$ cat src/rtl/spike_mon_pkg.sv
// Shared widths, summary record and output FSM encoding for the spike rate monitor.
package spike_mon_pkg;

    localparam int unsigned MEM_W           = 8;
    localparam int unsigned DEF_WINDOW_LOG2 = 8;
    localparam int unsigned DEF_CNT_W       = 8;
    localparam int unsigned DEF_ISI_W       = 8;

    // One window summary at the default widths.
    typedef struct packed {
        logic [DEF_CNT_W-1:0] count;
        logic [DEF_ISI_W-1:0] min_isi;
        logic [DEF_ISI_W-1:0] last_isi;
        logic [MEM_W-1:0]     peak;
    } summary_t;

    typedef enum logic [0:0] {EMPTY, FULL} out_state_e;

endpackage

$ cat src/rtl/isi_tracker.sv
// Spike rising-edge detection and inter-spike interval measurement.
// The interval timer runs across window boundaries.
module isi_tracker
    import spike_mon_pkg::*;
#(
    parameter int unsigned ISI_W = DEF_ISI_W
) (
    input  logic             clk_i,
    input  logic             rst_i,
    input  logic             ena_i,
    input  logic             spike_i,
    output logic             event_o,
    output logic             isi_valid_o,
    output logic [ISI_W-1:0] isi_o,
    output logic [ISI_W-1:0] last_isi_d_o
);

    localparam logic [ISI_W-1:0] IsiMax = '1;

    logic             spike_q;
    logic             seen_first_q;
    logic [ISI_W-1:0] timer_q;
    logic [ISI_W-1:0] last_isi_q;

    // Event strobe, saturated interval and next value of the most recent interval.
    always_comb begin
        event_o      = ena_i && spike_i && !spike_q;
        isi_o        = (timer_q == IsiMax) ? IsiMax : timer_q + 1'b1;
        isi_valid_o  = event_o && seen_first_q;
        last_isi_d_o = isi_valid_o ? isi_o : last_isi_q;
    end

    // Edge history, saturating interval timer and last-interval register.
    always_ff @(posedge clk_i) begin
        if (rst_i) begin
            spike_q      <= 1'b0;
            seen_first_q <= 1'b0;
            timer_q      <= '0;
            last_isi_q   <= '0;
        end else if (ena_i) begin
            spike_q    <= spike_i;
            last_isi_q <= last_isi_d_o;
            if (event_o) begin
                timer_q      <= '0;
                seen_first_q <= 1'b1;
            end else if (timer_q != IsiMax) begin
                timer_q <= timer_q + 1'b1;
            end
        end
    end

endmodule

$ cat src/rtl/spike_rate_monitor.sv
// Reduces fixed windows of neuron activity to summary records on a valid/ready port.
module spike_rate_monitor
    import spike_mon_pkg::*;
#(
    parameter int unsigned WINDOW_LOG2 = DEF_WINDOW_LOG2,
    parameter int unsigned CNT_W       = DEF_CNT_W,
    parameter int unsigned ISI_W       = DEF_ISI_W
) (
    input  logic             clk,
    input  logic             rst,
    input  logic             ena,
    input  logic             spike,
    input  logic [MEM_W-1:0] state,
    output logic             out_valid,
    input  logic             out_ready,
    output logic [CNT_W-1:0] out_count,
    output logic [ISI_W-1:0] out_min_isi,
    output logic [ISI_W-1:0] out_last_isi,
    output logic [MEM_W-1:0] out_peak,
    output logic             overrun
);

    localparam logic [CNT_W-1:0] CntMax = '1;
    localparam logic [ISI_W-1:0] IsiMax = '1;

    logic                   ev;
    logic                   isi_valid;
    logic [ISI_W-1:0]       isi;
    logic [ISI_W-1:0]       last_isi_d;

    logic [WINDOW_LOG2-1:0] win_cnt_q;
    logic [CNT_W-1:0]       acc_count_q, acc_count_d;
    logic [ISI_W-1:0]       acc_min_q, acc_min_d;
    logic [MEM_W-1:0]       acc_peak_q, acc_peak_d;
    logic                   close;
    out_state_e             out_state_q;

    isi_tracker #(
        .ISI_W (ISI_W)
    ) u_isi_tracker (
        .clk_i        (clk),
        .rst_i        (rst),
        .ena_i        (ena),
        .spike_i      (spike),
        .event_o      (ev),
        .isi_valid_o  (isi_valid),
        .isi_o        (isi),
        .last_isi_d_o (last_isi_d)
    );

    // Accumulator next values including this cycle's contribution.
    always_comb begin
        close       = ena && (win_cnt_q == '1);
        acc_count_d = (ev && (acc_count_q != CntMax)) ? acc_count_q + 1'b1 : acc_count_q;
        acc_min_d   = (isi_valid && (isi < acc_min_q)) ? isi : acc_min_q;
        acc_peak_d  = (state > acc_peak_q) ? state : acc_peak_q;
    end

    // Window position and per-window accumulators; cleared after each close.
    always_ff @(posedge clk) begin
        if (rst) begin
            win_cnt_q   <= '0;
            acc_count_q <= '0;
            acc_min_q   <= IsiMax;
            acc_peak_q  <= '0;
        end else if (ena) begin
            win_cnt_q <= win_cnt_q + 1'b1;
            if (close) begin
                acc_count_q <= '0;
                acc_min_q   <= IsiMax;
                acc_peak_q  <= '0;
            end else begin
                acc_count_q <= acc_count_d;
                acc_min_q   <= acc_min_d;
                acc_peak_q  <= acc_peak_d;
            end
        end
    end

    // Output record holding FSM; a close while unaccepted overwrites and flags overrun.
    always_ff @(posedge clk) begin
        if (rst) begin
            out_state_q  <= EMPTY;
            out_valid    <= 1'b0;
            out_count    <= '0;
            out_min_isi  <= IsiMax;
            out_last_isi <= '0;
            out_peak     <= '0;
            overrun      <= 1'b0;
        end else begin
            if (close) begin
                out_count    <= acc_count_d;
                out_min_isi  <= acc_min_d;
                out_last_isi <= last_isi_d;
                out_peak     <= acc_peak_d;
                out_state_q  <= FULL;
                out_valid    <= 1'b1;
                if ((out_state_q == FULL) && !out_ready) begin
                    overrun <= 1'b1;
                end
            end else if ((out_state_q == FULL) && out_ready) begin
                out_state_q <= EMPTY;
                out_valid   <= 1'b0;
            end
        end
    end

endmodule

$ cat config.mk
export PLATFORM = sky130hd
export DESIGN_NAME = spike_rate_monitor
export DESIGN_NICKNAME = d
export VERILOG_FILES = /design/src/rtl/spike_mon_pkg.sv /design/src/rtl/isi_tracker.sv /design/src/rtl/spike_rate_monitor.sv
export SDC_FILE = /design/constraint.sdc
export NUM_CORES = 1
export LEC_CHECK = 0
export CELL_PAD_IN_SITES_DETAIL_PLACEMENT = 1
export CELL_PAD_IN_SITES_GLOBAL_PLACEMENT = 1
export CORE_UTILIZATION = 45
export CTS_CLUSTER_DIAMETER = 200
export CTS_CLUSTER_SIZE = 28
export DETAILED_ROUTE_END_ITERATION = 7
export HOLD_SLACK_MARGIN = 0.1
export PLACE_DENSITY_LB_ADDON = 0.1
export SYNTH_ARGS = -nofsm -noshare
export SYNTH_HDL_FRONTEND = slang
export SYNTH_SLANG_ARGS = --single-unit
$ cat constraint.sdc
create_clock -name clk -period 8.1 [get_ports clk]
set_input_delay 1.62 -clock clk [delete_from_list [all_inputs] [get_ports clk]]
set_output_delay 1.62 -clock clk [all_outputs]
set_load 0.01 [all_outputs]
==> metrics.cfg, run 1 <==
[synth]
synth_cell_types = 53
async_reset_ff_share_pct = 0
synthCells = 445
syn_nets = 476
mappedNetlistArea_sq_um = 3890
synth_flop_cell = dfxtp_1
yosys_warnings = 0
synth_seq_cells = 84
synth-edff-count = 0
syn_avg_cell_area_sq_um = 8.74
synth_seq_area_share_pct = 43.3

[power]
combPwrFrac_pct = 8.1
p_seq_share_pct = 53.8
clkPwrFrac_pct = 38.0
p_sw_w = 0.000194
power_density_nw_per_um2 = 174
intPower_w = 0.000599
netSwitchingFraction_pct = 24.5
p_leak_nw = 1.79
ir_drop_uv = 101

[floorplan]
rows = 33
pin_count = 47
start_util_pct = 46.8
die_h_um = 94.9
dieArea_sq_um = 9010
core_sq_um = 8300
die_x_um = 94.9

[grt]
grt_first_pass_wirelength_um = 16500
grt_max_degree = 51
grt-ovfl-total = 0
antenna_found_initial = 0
first_global_vias = 3339
grt_usage_pct = 23.5

[setup_path]
cp_max_fo = 50
timing.critical_path.arrival_ns = 4.66
cp-start-kind = input pin
cp.required_ns = 8.34
worst-setup-path-type = input pin to register
worstSetupEndpointType = register

[cells_and_area]
fin_cells = 587
final_core_util_pct = 55.0
nFillCells = 977
final_cell_mix = dfxtp_1 (84), a21oi_1 (49), clkdlybuf4s50_1 (46)
diodes = 0
area_delta_synth_final_pct = 17.3
drive_gt1_share_pct = 5.19
layout.nets = 508
final_common_cell = dfxtp_1

[place]
placed_cells = 571
portBuffers = 46
gp_congestion = 0.757
dp_hpwl_um = 6750
place_ws_ns = 3.28

[clocking]
cts.path.max_buffers = 2
cts.sinks = 84
cts_resized = 0
clk_pin_slew_ns = 0.09
clkLatencyLatePin_ns = 0.35
post-cts-setup-buffer-count = 0
cts_tree = yes
clockRootBuffer = clkbuf_8
cts_buffers = 9
postCtsHoldBufs = 0
htree_levels = 3

[timing]
slew_headroom_pct = 32.1
final-hold-violation-count = 0
setup_tns_ns = 0
max_clock_freq_mhz = 226
finalSetupViolCount = 0
finalWorstSetupSlack_ns = 3.68
clock_skew_ns = 0.0101
grt_setup_unrepaired = false
final_period_minus_worst_setup_slack_ns = 4.42
drv_slew = 0
fin_crit_sh_pct = 54.6
worst_slew_pin_slew_ns = 1.02

[routing]
avgViaCountPerCell = 5.71
routedWlPerCell_um = 16.5
drt-pass1-iter-count = 6
drc_errors = 0
postRouteAntennaNets = 0
vias = 3351
drtIter0Drc = 63
drt_wl_total_um = 9710

[run_status]
status = finished, final reports clean

[flow_run]
max_cap_violations = 0

[hold_path]
hold_class = register to register

## sequential cells by signal (all words and copies together) (netlist names)
register and count:
out_min_isi 8, acc_count_q 8, out_count 8, out_state_q 1
out_last_isi 8, acc_min_q 8, acc_peak_q 8, win_cnt_q 8
u_isi_tracker.spike_q 1, u_isi_tracker.last_isi_q 8, out_peak 8, u_isi_tracker.seen_first_q 1
overrun 1, u_isi_tracker.timer_q 8
## logic make-up after synthesis
family / share of synthesized area (%)
compound gates: 21.2
xor+xnor: 2.70
fa+ha+maj: 5.79
buf+inv: 5.83
flops: 43.3
mux: 4.41
simple gates: 16.8
## layer usage
layer | part of all wire (%) | track usage [%] | vias to the layer above
met5 | 0 | 0 | -
met4 | 1.2 | 6.94 | 0
met3 | 3.9 | 5.31 | 9
met2 | 49 | 39.4 | 64
met1 | 46 | 30.0 | 1620
li1 | - | - | 1658
## per-stage QoR
stage	area, sq um	hold WS [ns]	total power (W)
final	4560	0.465	0.000794
after global routing	4560	0.489	0.000825
after CTS	4560	0.470	0.000803
after detailed placement	4370	0.454	0.000502
after global placement	4370	0.444	0.000498
after floorplan	3890	0.441	0.000480
## power groups by stage
stage | clock (W) | combinational (W) | sequential [W]
after global routing | 0.000324 | 0.0000726 | 0.000429
after global placement | 0 | 0.0000620 | 0.000436
after CTS | 0.000310 | 0.0000656 | 0.000427
after floorplan | 0 | 0.0000463 | 0.000434
final | 0.000302 | 0.0000644 | 0.000427
after detailed placement | 0 | 0.0000653 | 0.000437
## cells in the mapped netlist, types with 5 or more instances
cell type | n | area share (%)
dfxtp_1 | 84 | 43
a21oi_1 | 49 | 6.3
nor2_1 | 43 | 4.2
o21ai_0 | 34 | 4.4
inv_1 | 23 | 2.2
nand2_1 | 23 | 2.2
ha_1 | 18 | 5.8
mux2i_1 | 16 | 4.1
nor3_1 | 14 | 1.8
clkbuf_1 | 12 | 1.2
nand3_1 | 11 | 1.4
nand4_1 | 9 | 1.4
a32o_1 | 8 | 2.1
xor2_1 | 8 | 1.8
a211oi_1 | 6 | 1.2
a31oi_1 | 6 | 0.97
buf_1 | 6 | 0.58
o211ai_1 | 6 | 1.2
or3_1 | 5 | 0.80
## worst paths after layout
check / from / endpoint / slack (ns) / cells after the start
hold / removal: out_last_isi[0]$_SDFFE_PP0P_ / out_last_isi[0]$_SDFFE_PP0P_ / 0.47 / 2
hold reg to reg: out_last_isi[0]$_SDFFE_PP0P_ / out_last_isi[0]$_SDFFE_PP0P_ / 0.47 / 2
setup reg to reg: u_isi_tracker.timer_q[0]$_SDFFE_PP0P_ / acc_min_q[2]$_SDFFE_PP1P_ / 4.50 / 10
setup / recovery: ena / acc_peak_q[7]$_SDFFE_PP0P_ / 3.68 / 6
## cell type report
class | count | area [sq um] | area share, %
inverters | 24 | 90.1 | 1.98
well taps | 105 | 131 | 2.88
repair buffers | 48 | 475 | 10.4
clock inverters | 3 | 46.3 | 1.02
flip-flops and latches | 84 | 1680 | 36.9
clock buffers | 13 | 149 | 3.26
multi-input cells | 310 | 1990 | 43.6
## critical path: stages
cell and delay, ns:
clkdlybuf4s50_1 0.79, nand4_1 0.33, nor2_4 0.87, nor2_1 0.41
and3_1 0.39, a32o_1 0.24
No activity file was read; power rests on OpenSTA's default activity.
==> run 2, diff against run 1 <==
--- a/config.mk
+++ b/config.mk
@@ -7,7 +7,7 @@
 export LEC_CHECK = 0
 export CELL_PAD_IN_SITES_DETAIL_PLACEMENT = 1
 export CELL_PAD_IN_SITES_GLOBAL_PLACEMENT = 1
-export CORE_UTILIZATION = 45
+export CORE_UTILIZATION = 38
 export CTS_CLUSTER_DIAMETER = 200
 export CTS_CLUSTER_SIZE = 28
 export DETAILED_ROUTE_END_ITERATION = 7
==> constraint.sdc (replaced) <==
create_clock -name clk -period 3.8 [get_ports clk]
set_input_delay 0.76 -clock clk [delete_from_list [all_inputs] [get_ports clk]]
set_output_delay 0.76 -clock clk [all_outputs]
set_load 0.01 [all_outputs]
==> metrics.cfg, run 2 (synthesis gave the netlist of run 1 again) <==
[place]
dp_hpwl_um = 7020
gp_congestion = 0.787
portBuffers = 46

[clocking]
cts.sinks = 84
post-cts-setup-buffer-count = 0
clockRootBuffer = clkbuf_8
cts_tree = yes
cts_buffers = 9
clkLatencyLatePin_ns = 0.35
cts_resized = 0
cts.path.max_buffers = 2
clk_pin_slew_ns = 0.08
postCtsHoldBufs = 0
htree_levels = 3

[cells_and_area]
diodes = 0
final_common_cell = dfxtp_1
area_delta_synth_final_pct = 19.5
final_core_util_pct = 47.1
drive_gt1_share_pct = 6.76
layout.nets = 515
final_cell_mix = dfxtp_1 (84), a21oi_1 (49), clkdlybuf4s50_1 (46)

[grt]
grt_first_pass_wirelength_um = 16500
grt-ovfl-total = 0
grt_max_degree = 25
antenna_found_initial = 0
first_global_vias = 3308
grt_usage_pct = 20.4

[routing]
drc_errors = 0
postRouteAntennaNets = 0
drt_wl_total_um = 9920
vias = 3316
routedWlPerCell_um = 16.0
avgViaCountPerCell = 5.34
drt-pass1-iter-count = 4
drtIter0Drc = 101

[setup_path]
crit_slowest_cell = dfxtp_1
cp-start-kind = register
cp_max_fo = 10
worstPathCellList = ha_1 -> and3_1 -> nand2_4 -> a21oi_1 -> ha_1 -> a211o_1 -> o211ai_1 -> o211ai_1 -> nor4_1 -> a211oi_1
worstSetupEndpointType = register
cp.required_ns = 4.03
max_stage_delay_ns = 0.56
worst-setup-path-type = register to register
crit_buf_inv = 0
timing.critical_path.arrival_ns = 3.72
critPathTopFamily = compound AO/OA/AOI/OAI gates

[power]
power_density_nw_per_um2 = 363
combPwrFrac_pct = 8.4
ir_drop_uv = 174
p_sw_w = 0.000412
intPower_w = 0.00127
netSwitchingFraction_pct = 24.5
p_seq_share_pct = 54.0
p_leak_nw = 1.83
clkPwrFrac_pct = 37.6

[hold_path]
hold_class = register to register

[flow_run]
max_cap_violations = 0

[run_status]
status = finished, final reports clean

[timing]
final-hold-violation-count = 0
slew_headroom_pct = 46.4
setup_tns_ns = 0
finalSetupViolCount = 0
worst_slew_pin_slew_ns = 0.800
fin_crit_sh_pct = 91.9
drv_slew = 0
final_period_minus_worst_setup_slack_ns = 3.49
clock_skew_ns = 0.00650
grt_setup_unrepaired = false
max_clock_freq_mhz = 286

[floorplan]
rows = 36
core_sq_um = 9860
start_util_pct = 39.4
dieArea_sq_um = 10600
pin_count = 47
die_x_um = 103
die_h_um = 103

[run 2: power by group through the flow]
stage                     sequential (W)  clock (W)  combinational, W
after global routing            0.000912   0.000700          0.000159
after global placement          0.000929          0          0.000140
after CTS                       0.000910   0.000658          0.000144
after floorplan                 0.000925          0         0.0000986
final                           0.000910   0.000633          0.000142
after detailed placement        0.000930          0          0.000142
[run 2: worst paths after layout]
check | startpoint | end | slack (ns) | depth (start not counted)
max reg2reg | u_isi_tracker.timer_q[0]$_SDFFE_PP0P_ | out_min_isi[5]$_SDFFE_PP1P_ | 0.31 | 10
max | u_isi_tracker.timer_q[0]$_SDFFE_PP0P_ | out_min_isi[5]$_SDFFE_PP1P_ | 0.31 | 10
min reg2reg | out_last_isi[0]$_SDFFE_PP0P_ | out_last_isi[0]$_SDFFE_PP0P_ | 0.46 | 2
min | out_last_isi[0]$_SDFFE_PP0P_ | out_last_isi[0]$_SDFFE_PP0P_ | 0.46 | 2
[run 2: layer usage]
layer  share of wire [%]  routed length [um]  global-route usage (%)
met5                   0                   0                       0
met4                 1.7                 167                    8.13
met3                 3.2                 313                    4.95
met2                  46                4570                    33.3
met1                  49                4870                    25.8
[run 2: stage by stage]
step           instance area [sq um]  setup slack, ns  cells  power [W]  hold WS, ns
2_1_floorplan                   3890             1.05    445    0.00102        0.441
3_3_place_gp                    4450            0.519    606    0.00107        0.444
3_5_place_dp                    4450            0.396    606    0.00107        0.449
4_1_cts                         4640            0.363    621    0.00171        0.461
5_1_grt                         4640            0.107    621    0.00177        0.492
6_report                        4640            0.309    621    0.00168        0.458
[run 2: area by class of cell]
cell class	count	area [sq um]
Fill cell	1164	5220
Multi-Input combinational cell	310	1990
Sequential cell	84	1680
Timing Repair Buffer	55	528
Tap cell	133	166
Clock buffer	11	141
Inverter	24	90.1
Clock inverter	4	50.0
[run 2: tightest hold or removal path, cell delays in order, from the launching register on]
cell	delay, ns
dfxtp_1	0.31
nand2_1	0.05
a21oi_1	0.05
